===== src/rtl/jellyvl_synctimer_adjuster_spreader.sv =====
// Synctimer adjust-pulse spreader: distributes |request_value| unit pulses evenly over
// request_cycle clocks with a Bresenham accumulator and buffers them against adjust_ready.
module jellyvl_synctimer_adjuster_spreader #(
    parameter int unsigned CYCLE_WIDTH   = 32,
    parameter int unsigned CYCLE_Q       = 6,
    parameter int unsigned ERROR_WIDTH   = 32,
    parameter int unsigned ERROR_Q       = 8,
    parameter int unsigned PENDING_WIDTH = 4
) (
    input  logic                           reset,
    input  logic                           clk,
    input  logic                           enable,
    input  logic [ERROR_WIDTH+ERROR_Q-1:0] request_value,
    input  logic [CYCLE_WIDTH+CYCLE_Q-1:0] request_cycle,
    input  logic                           request_valid,
    output logic                           adjust_sign,
    output logic                           adjust_valid,
    input  logic                           adjust_ready,
    output logic                           status_busy,
    output logic [PENDING_WIDTH-1:0]       status_pending,
    output logic                           status_overflow,
    input  logic                           status_clear
);

    localparam int unsigned VAL_W = ERROR_WIDTH + ERROR_Q;
    localparam int unsigned CYC_W = CYCLE_WIDTH + CYCLE_Q;
    localparam int unsigned INC_W = VAL_W + CYCLE_Q;
    localparam int unsigned THR_W = CYC_W + ERROR_Q;
    localparam int unsigned ACC_W = ((INC_W > THR_W) ? INC_W : THR_W) + 2;

    localparam logic [VAL_W-1:0]         VAL_MIN  = {1'b1, {(VAL_W-1){1'b0}}};
    localparam logic [VAL_W-1:0]         VAL_MAX  = {1'b0, {(VAL_W-1){1'b1}}};
    localparam logic [PENDING_WIDTH-1:0] PEND_MAX = {PENDING_WIDTH{1'b1}};

    localparam logic [0:0] ST_IDLE = 1'b0;
    localparam logic [0:0] ST_RUN  = 1'b1;

    logic [0:0]               state,   state_next;
    logic [ACC_W-1:0]         acc,     acc_next;
    logic [ACC_W-1:0]         inc,     inc_next;
    logic [ACC_W-1:0]         thr,     thr_next;
    logic [CYCLE_WIDTH-1:0]   target,  target_next;
    logic [CYCLE_WIDTH-1:0]   elapsed, elapsed_next;
    logic                     sign_next;
    logic [PENDING_WIDTH-1:0] pending_next;
    logic                     valid_next;
    logic                     busy_next;
    logic                     overflow_next;

    logic [VAL_W-1:0] abs_value_c;
    logic [ACC_W-1:0] sum_c;
    logic [ACC_W-1:0] rem_c;
    logic             generate_c;
    logic             lost_c;
    logic             flush_c;
    logic             take_c;

    // Magnitude of the signed request; the most-negative code saturates
    always_comb begin
        abs_value_c = request_value;
        if (request_value[VAL_W-1]) begin
            if (request_value == VAL_MIN) begin
                abs_value_c = VAL_MAX;
            end else begin
                abs_value_c = ~request_value + VAL_W'(1);
            end
        end
    end

    // Next-state: request latch, accumulator step, pending counter and status
    always_comb begin
        state_next    = state;
        acc_next      = acc;
        inc_next      = inc;
        thr_next      = thr;
        target_next   = target;
        elapsed_next  = elapsed;
        sign_next     = adjust_sign;
        pending_next  = status_pending;
        overflow_next = status_overflow;
        sum_c         = acc + inc;
        rem_c         = sum_c - thr;
        generate_c    = 1'b0;
        lost_c        = 1'b0;
        flush_c       = 1'b0;
        take_c        = adjust_valid & adjust_ready;

        if (request_valid && (request_cycle != '0)) begin
            inc_next     = ACC_W'(abs_value_c) << CYCLE_Q;
            thr_next     = ACC_W'(request_cycle) << ERROR_Q;
            target_next  = request_cycle[CYC_W-1:CYCLE_Q];
            elapsed_next = '0;
            state_next   = ST_RUN;
            sign_next    = request_value[VAL_W-1];
            // A direction change discards residue and any queued opposite-sign pulses
            if (sign_next != adjust_sign) begin
                acc_next = '0;
                flush_c  = 1'b1;
            end
        end else if ((state == ST_RUN) && enable) begin
            if (sum_c >= thr) begin
                generate_c = 1'b1;
                if (rem_c >= thr) begin
                    acc_next = thr - ACC_W'(1);
                    lost_c   = 1'b1;
                end else begin
                    acc_next = rem_c;
                end
            end else begin
                acc_next = sum_c;
            end
            elapsed_next = elapsed + CYCLE_WIDTH'(1);
            if (elapsed_next >= target) begin
                state_next = ST_IDLE;
            end
        end

        if (flush_c) begin
            pending_next = '0;
        end else if (generate_c && !take_c) begin
            if (status_pending == PEND_MAX) begin
                lost_c = 1'b1;
            end else begin
                pending_next = status_pending + PENDING_WIDTH'(1);
            end
        end else if (!generate_c && take_c) begin
            pending_next = status_pending - PENDING_WIDTH'(1);
        end

        if (status_clear) begin
            overflow_next = 1'b0;
        end
        if (lost_c) begin
            overflow_next = 1'b1;
        end

        valid_next = (pending_next != '0);
        busy_next  = (state_next == ST_RUN);
    end

    always_ff @(posedge clk or negedge reset) begin
        if (!reset) begin
            state           <= ST_IDLE;
            acc             <= '0;
            inc             <= '0;
            thr             <= '0;
            target          <= '0;
            elapsed         <= '0;
            adjust_sign     <= 1'b0;
            adjust_valid    <= 1'b0;
            status_busy     <= 1'b0;
            status_pending  <= '0;
            status_overflow <= 1'b0;
        end else begin
            state           <= state_next;
            acc             <= acc_next;
            inc             <= inc_next;
            thr             <= thr_next;
            target          <= target_next;
            elapsed         <= elapsed_next;
            adjust_sign     <= sign_next;
            adjust_valid    <= valid_next;
            status_busy     <= busy_next;
            status_pending  <= pending_next;
            status_overflow <= overflow_next;
        end
    end

endmodule

===== config.mk =====
export PLATFORM = sky130hd
export DESIGN_NAME = jellyvl_synctimer_adjuster_spreader
export DESIGN_NICKNAME = d
export VERILOG_FILES = /design/src/rtl/jellyvl_synctimer_adjuster_spreader.sv
export SDC_FILE = /design/constraint.sdc
export NUM_CORES = 1
export LEC_CHECK = 0
export BUFFER_PORTS_ARGS = -buffer_cell sky130_fd_sc_hd__buf_2
export CORE_UTILIZATION = 55
export CTS_CLUSTER_SIZE = 25
export DETAILED_ROUTE_END_ITERATION = 6
export PLACE_DENSITY = 0.73
export SYNTH_ARGS = -nofsm -noshare
export SYNTH_HDL_FRONTEND = slang
export SYNTH_SLANG_ARGS = --single-unit

===== constraint.sdc =====
create_clock -name clk -period 13.3 [get_ports clk]
set_clock_uncertainty 0.2 [all_clocks]
set_input_delay 0.665 -clock clk [delete_from_list [all_inputs] [get_ports clk]]
set_output_delay 0.665 -clock clk [all_outputs]
set_load 0.03 [all_outputs]

# == Word level (Yosys, flattened, before mapping) ==
# Index checks and enable logic that the tools add are counted.
# op_classes
eq_ne,4
bitwise_logic,2
muxes,30
n_addsub,7
reduce_logical,13
n_lt_le_gt_ge,3
# op_table
op,count
48-bit two-way mux,5
48-bit by 46-bit >= comparator with 1-bit output,2
40-bit two-way mux,2
32-bit two-way mux,2
48-bit by 46-bit adder with 48-bit output,1
48-bit by 46-bit subtractor with 48-bit output,1
46-bit by 1-bit subtractor with 47-bit output (second input constant),1
40-bit by 1-bit adder with 40-bit output (second input constant),1
40-bit == test (second input constant),1
40-bit inverter,1
38-bit nonzero test,1
32-bit by 1-bit adder with 32-bit output (second input constant),1
32-bit >= comparator,1
1-bit two-way mux,17
4-bit two-way mux,4
2-bit nonzero test,3
4-bit by 1-bit adder with 4-bit output (second input constant),1
4-bit == test (second input constant),1
1-bit logical AND,4
2-bit AND reduction,2
4-bit nonzero test,1
4-bit by 1-bit subtractor with 4-bit output (second input constant),1
1-bit logical NOT,2
2-bit by 1-bit != test with 1-bit output (second input constant),1
2 further kinds,2
# totals
wordCells,69
in_bits,84
register_bits,198

# == Longest topological paths before layout ==
# depth
depth_word,11
mapped_depth,32

# == Worst setup path after synthesis ==
# OpenSTA, ideal clock, no wires.
# synth_path
path_type,reg-to-reg
startpoint,reg acc[6]
endpoint,reg acc[11]
period_less_slack_ns,6.547
setup_time_ns,0.096
arrival_time_ns,6.251
setup_slack_ns,6.753
stages_incl_launch_ff,30
cell_sequence,dfrtp_1 -> ha_1 -> inv_1 -> fa_1 -> nand2b_1 -> a21oi_1 -> nor2b_1 -> o21ai_0 -> a21oi_1 -> xnor2_1 -> ha_1 -> o21ai_0 -> or2_2 -> a31oi_1 -> a21oi_1 -> o21ai_0 -> a31oi_1 -> o21a_1 -> o311ai_0 -> ha_1 -> nand4_1 -> or3_1 -> o21ai_0 -> a21oi_1 -> o31ai_1 -> a221oi_1 -> o41ai_1 -> clkbuf_1 -> nor3_1 -> o31ai_1
# synth_between
elab_chain_cells,7
elab_cells_between_ends,8
classes_between,add/sub (2); order compare (2); mux (4)
# synth_lines
item,line,text
from (decl),39,"logic [ACC_W-1:0] acc, acc_next;"
from (signal assigned),156,acc <= acc_next;
48-bit by 46-bit adder with 48-bit output (*),81,sum_c = acc + inc;
48-bit by 46-bit subtractor with 48-bit output,82,rem_c = sum_c - thr;
48-bit by 46-bit >= comparator with 1-bit output,103,if (rem_c >= thr) begin
48-bit two-way mux,103,
48-bit two-way mux (*),101,if (sum_c >= thr) begin
48-bit two-way mux (*),100,end else if ((state == ST_RUN) && enable) begin
48-bit two-way mux (*),88,if (request_valid && (request_cycle != '0)) begin
# Mark *: on every way between the ends. The rest lies on a longest branch, timed or not. The select of a mux whose other input is x is not followed.
# A chain may end at the register's enable or synchronous reset.

# == Worst setup path in the final report ==
# layout_path
startpoint,reg acc[6]
endpoint,reg acc[46]
# Same word-level chain as after synthesis.

==> flow_summary.ini <==
[status]
status = complete, but fails checks
failed_checks = hold timing

[worst_hold_path]
hold_path.class = in2async

[timing]
hold_viol_final = 3
report.final.slew_viol_count = 0
worst_pin_slew_ns = 1.124
holdWs_ns = -0.01493
worst_slack_ns = 4.975
slew_headroom_pct = 24.79
tns_ns = 0
fin_crit_sh_pct = 62.59
rsz0062_at_grt = false
max_freq_ghz = 0.1201
min_period_ns = 8.325
finalSetupViolations = 0

[clocking]
clockBufferDepth = 2
cts_tree = yes
clock_latency_ns = 0.45
cts_buffers = 17
hold_buffers = 0
cts_sinks = 161
cts_root_buffer = clkbuf_16
htreeDepth = 4
path_clk_slew_ns = 0.08
cts_setup_buffers = 0
ctsResizeCount = 0

[final_layout]
layout_commonest_cell = nand2_1
fillers = 2426
final_cell_mix = nand2_1, dfrtp_1, a21oi_1
syn_to_final_growth_pct = 8.800
drive_gt1_share_pct = 8.780
diodes = 0
layout.nets = 2128

[worst_setup_path]
startpoint = acc[6]$_DFFE_PN0P_
worst-endpoint-required_ns = 13.37
cp_slowest_cell = o21ai_1
cpMostUsedCell = o21ai_0
endpoint_kind = register
startpoint_type = register
crit_type = reg2reg
cp_max_fo = 34
rr_startpoint = acc[6]$_DFFE_PN0P_
cp.arrival_ns = 8.40
slowest_delay_ns = 0.77

[drt]
routed-via-count = 14300
drt_pre_antenna_iters = 6
wl_per_cell_um = 19.44
drtAntennaViolNets = 0
routed_wl_mm = 43.49
drcViolationCount = 0
drt_iter0_drc = 1286
via_per_inst = 6.392

[power_and_ir_drop]
leakagePower_nw = 7.252
powerDensity_nw_per_um2 = 298.4
ir_worst_vdd_mv = 0.3589

[placement]
finalWeightedCongestion = 1.011
pre_cts_ws_ns = 5.225
port_buffers = 91
hpwl_mm = 33.86

[logic_synthesis]
yosysWarnings = 0
synth_ff_type = dfrtp_1
ys_seq_area_share_pct = 26.96
async_reset_ff_share_pct = 100.0
syn_nets = 2079
synthesis.area_um2 = 14940
synth_seq_cells = 161
synth.distinct_cells = 68
syn_avg_cell_area_um2 = 8.121
synth_edf_count = 0
syn_inst = 1840

[global_routing]
grt_pass1_vias = 13610
grt_use_total_pct = 31.63
antenna_found_initial = 1
grt_pass1_wl_mm = 70.16
grt_start_max_net_pins = 69
grt_overflow = 0

[floorplan]
start_util_pct = 56.70
fp.dieH_um = 166.8
core_area_um2 = 26350
die_area_um2 = 27830
pin_count = 92
die_w_um = 166.8
rows = 59

[job]
drv_cap = 0
==> final timing paths <==
| check | end | slack (ns) | cells past startpoint |
|---|---|---|---|
| max | acc[46]$_DFFE_PN0P_ | 4.98 | 29 |
| min | elapsed[2]$_DFFE_PN0P_ | -0.01 | 1 |
| max reg2reg | acc[46]$_DFFE_PN0P_ | 4.98 | 29 |
| min reg2reg | acc[6]$_DFFE_PN0P_ | 0.33 | 2 |
| max in group asynchronous | status_overflow$_DFFE_PN0P_ | 11.13 | 3 |
| min in group clk | status_overflow$_DFFE_PN0P_ | 0.22 | 2 |
==> power by group <==
part	switching, W	internal (W)	leakage (nW)	total (W)
clock	0.000241	0.000290	0.295	0.000530
combinational	0.00232	0.00135	4.95	0.00367
sequential	0.0000721	0.000576	2.01	0.000648
total	0.00264	0.00222	7.25	0.00485
==> per-stage QoR <==
stage | total power (W) | instances | cell area, µm² | util, % | hold WS (ns)
2_1_floorplan | 0.003303 | 1840 | 14940 | - | 0.1694
3_3_place_gp | 0.004183 | 2205 | 15650 | 59.39 | 0.3099
3_5_place_dp | 0.004237 | 2205 | 15650 | 59.39 | 0.3105
4_1_cts | 0.004785 | 2237 | 16260 | 61.69 | 0.03711
5_1_grt | 0.005247 | 2237 | 16260 | 61.69 | 0.06142
6_report | 0.004851 | 2237 | 16260 | 61.69 | -0.01493
==> cell families (layout without fill, tap and decap cells) <==
family / Yosys count / in the layout / share of synthesized area [%]
buffers and inverters: 156 / 218 / 4.128
DFF: 161 / 161 / 26.96
AOI/OAI and AO/OA: 590 / 590 / 25.53
and+or+nand+nor: 586 / 586 / 18.97
muxes: 5 / 5 / 0.3684
adders and majority gates: 155 / 155 / 13.08
xor gates and xnor gates: 187 / 187 / 10.96
==> registers in the layout, indices dropped and copies added, names as in the netlist <==
name / count
target: 32
inc: 40
adjust_sign: 1
thr: 6
state: 1
adjust_valid: 1
acc: 43
status_pending: 4
status_overflow: 1
elapsed: 32
==> routing by layer <==
metal / vias up / track usage, % / wire length (µm)
met5: - / 0 / 0
met4: 0 / 14.49 / 1898
met3: 118 / 3.422 / 2058
met2: 444 / 53.48 / 21110
met1: 6838 / 40.59 / 18420
li1: 6899 / - / -
==> layout make-up <==
class	count	area, µm²	area share, %
Clock buffer	19	442.9	2.724
Inverter	81	304.0	1.870
Sequential cell	161	4029	24.78
Timing Repair Buffer	105	566.8	3.486
Tap cell	335	419.2	2.578
Clock inverter	13	162.7	1.000
Multi-Input combinational cell	1523	10330	63.56
==> critical path: cells and delay by family (launching register included) <==
kind / cells / cell delay, ns
AND/OR/NAND/NOR: 5 / 0.83
XOR/XNOR: 1 / 0.20
buffers and inverters: 2 / 0.32
flip-flops: 1 / 0.36
AO/OA/AOI/OAI: 17 / 4.80
adder cells (fa/ha/maj): 4 / 1.41
==> cell usage after synthesis, drive strengths merged, types with 11 or more instances <==
library cell  count  area [µm²]
and3             15       93.84
or4              15       120.1
nand2b           14       87.58
a21o             61       457.9
nor2            133       499.2
a31oi            17       106.4
nand3            54       270.3
o21ai           125       625.6
o21bai           11       82.58
o31ai            37       277.8
xnor2           104       910.9
nor2b            12       75.07
xor2             83       727.0
o211ai           48       360.4
a21oi           158       790.8
inv              81       304.0
nand4            43       269.0
nor3             51       255.2
nand2           175       656.9
dfrtp           161        4029
clkbuf           69       260.2
and2             12       75.07
a22oi            39       292.8
or3              20       130.1
nor4             18       112.6
ha              153        1914
Note: power is estimated with default switching activity, not from simulation.
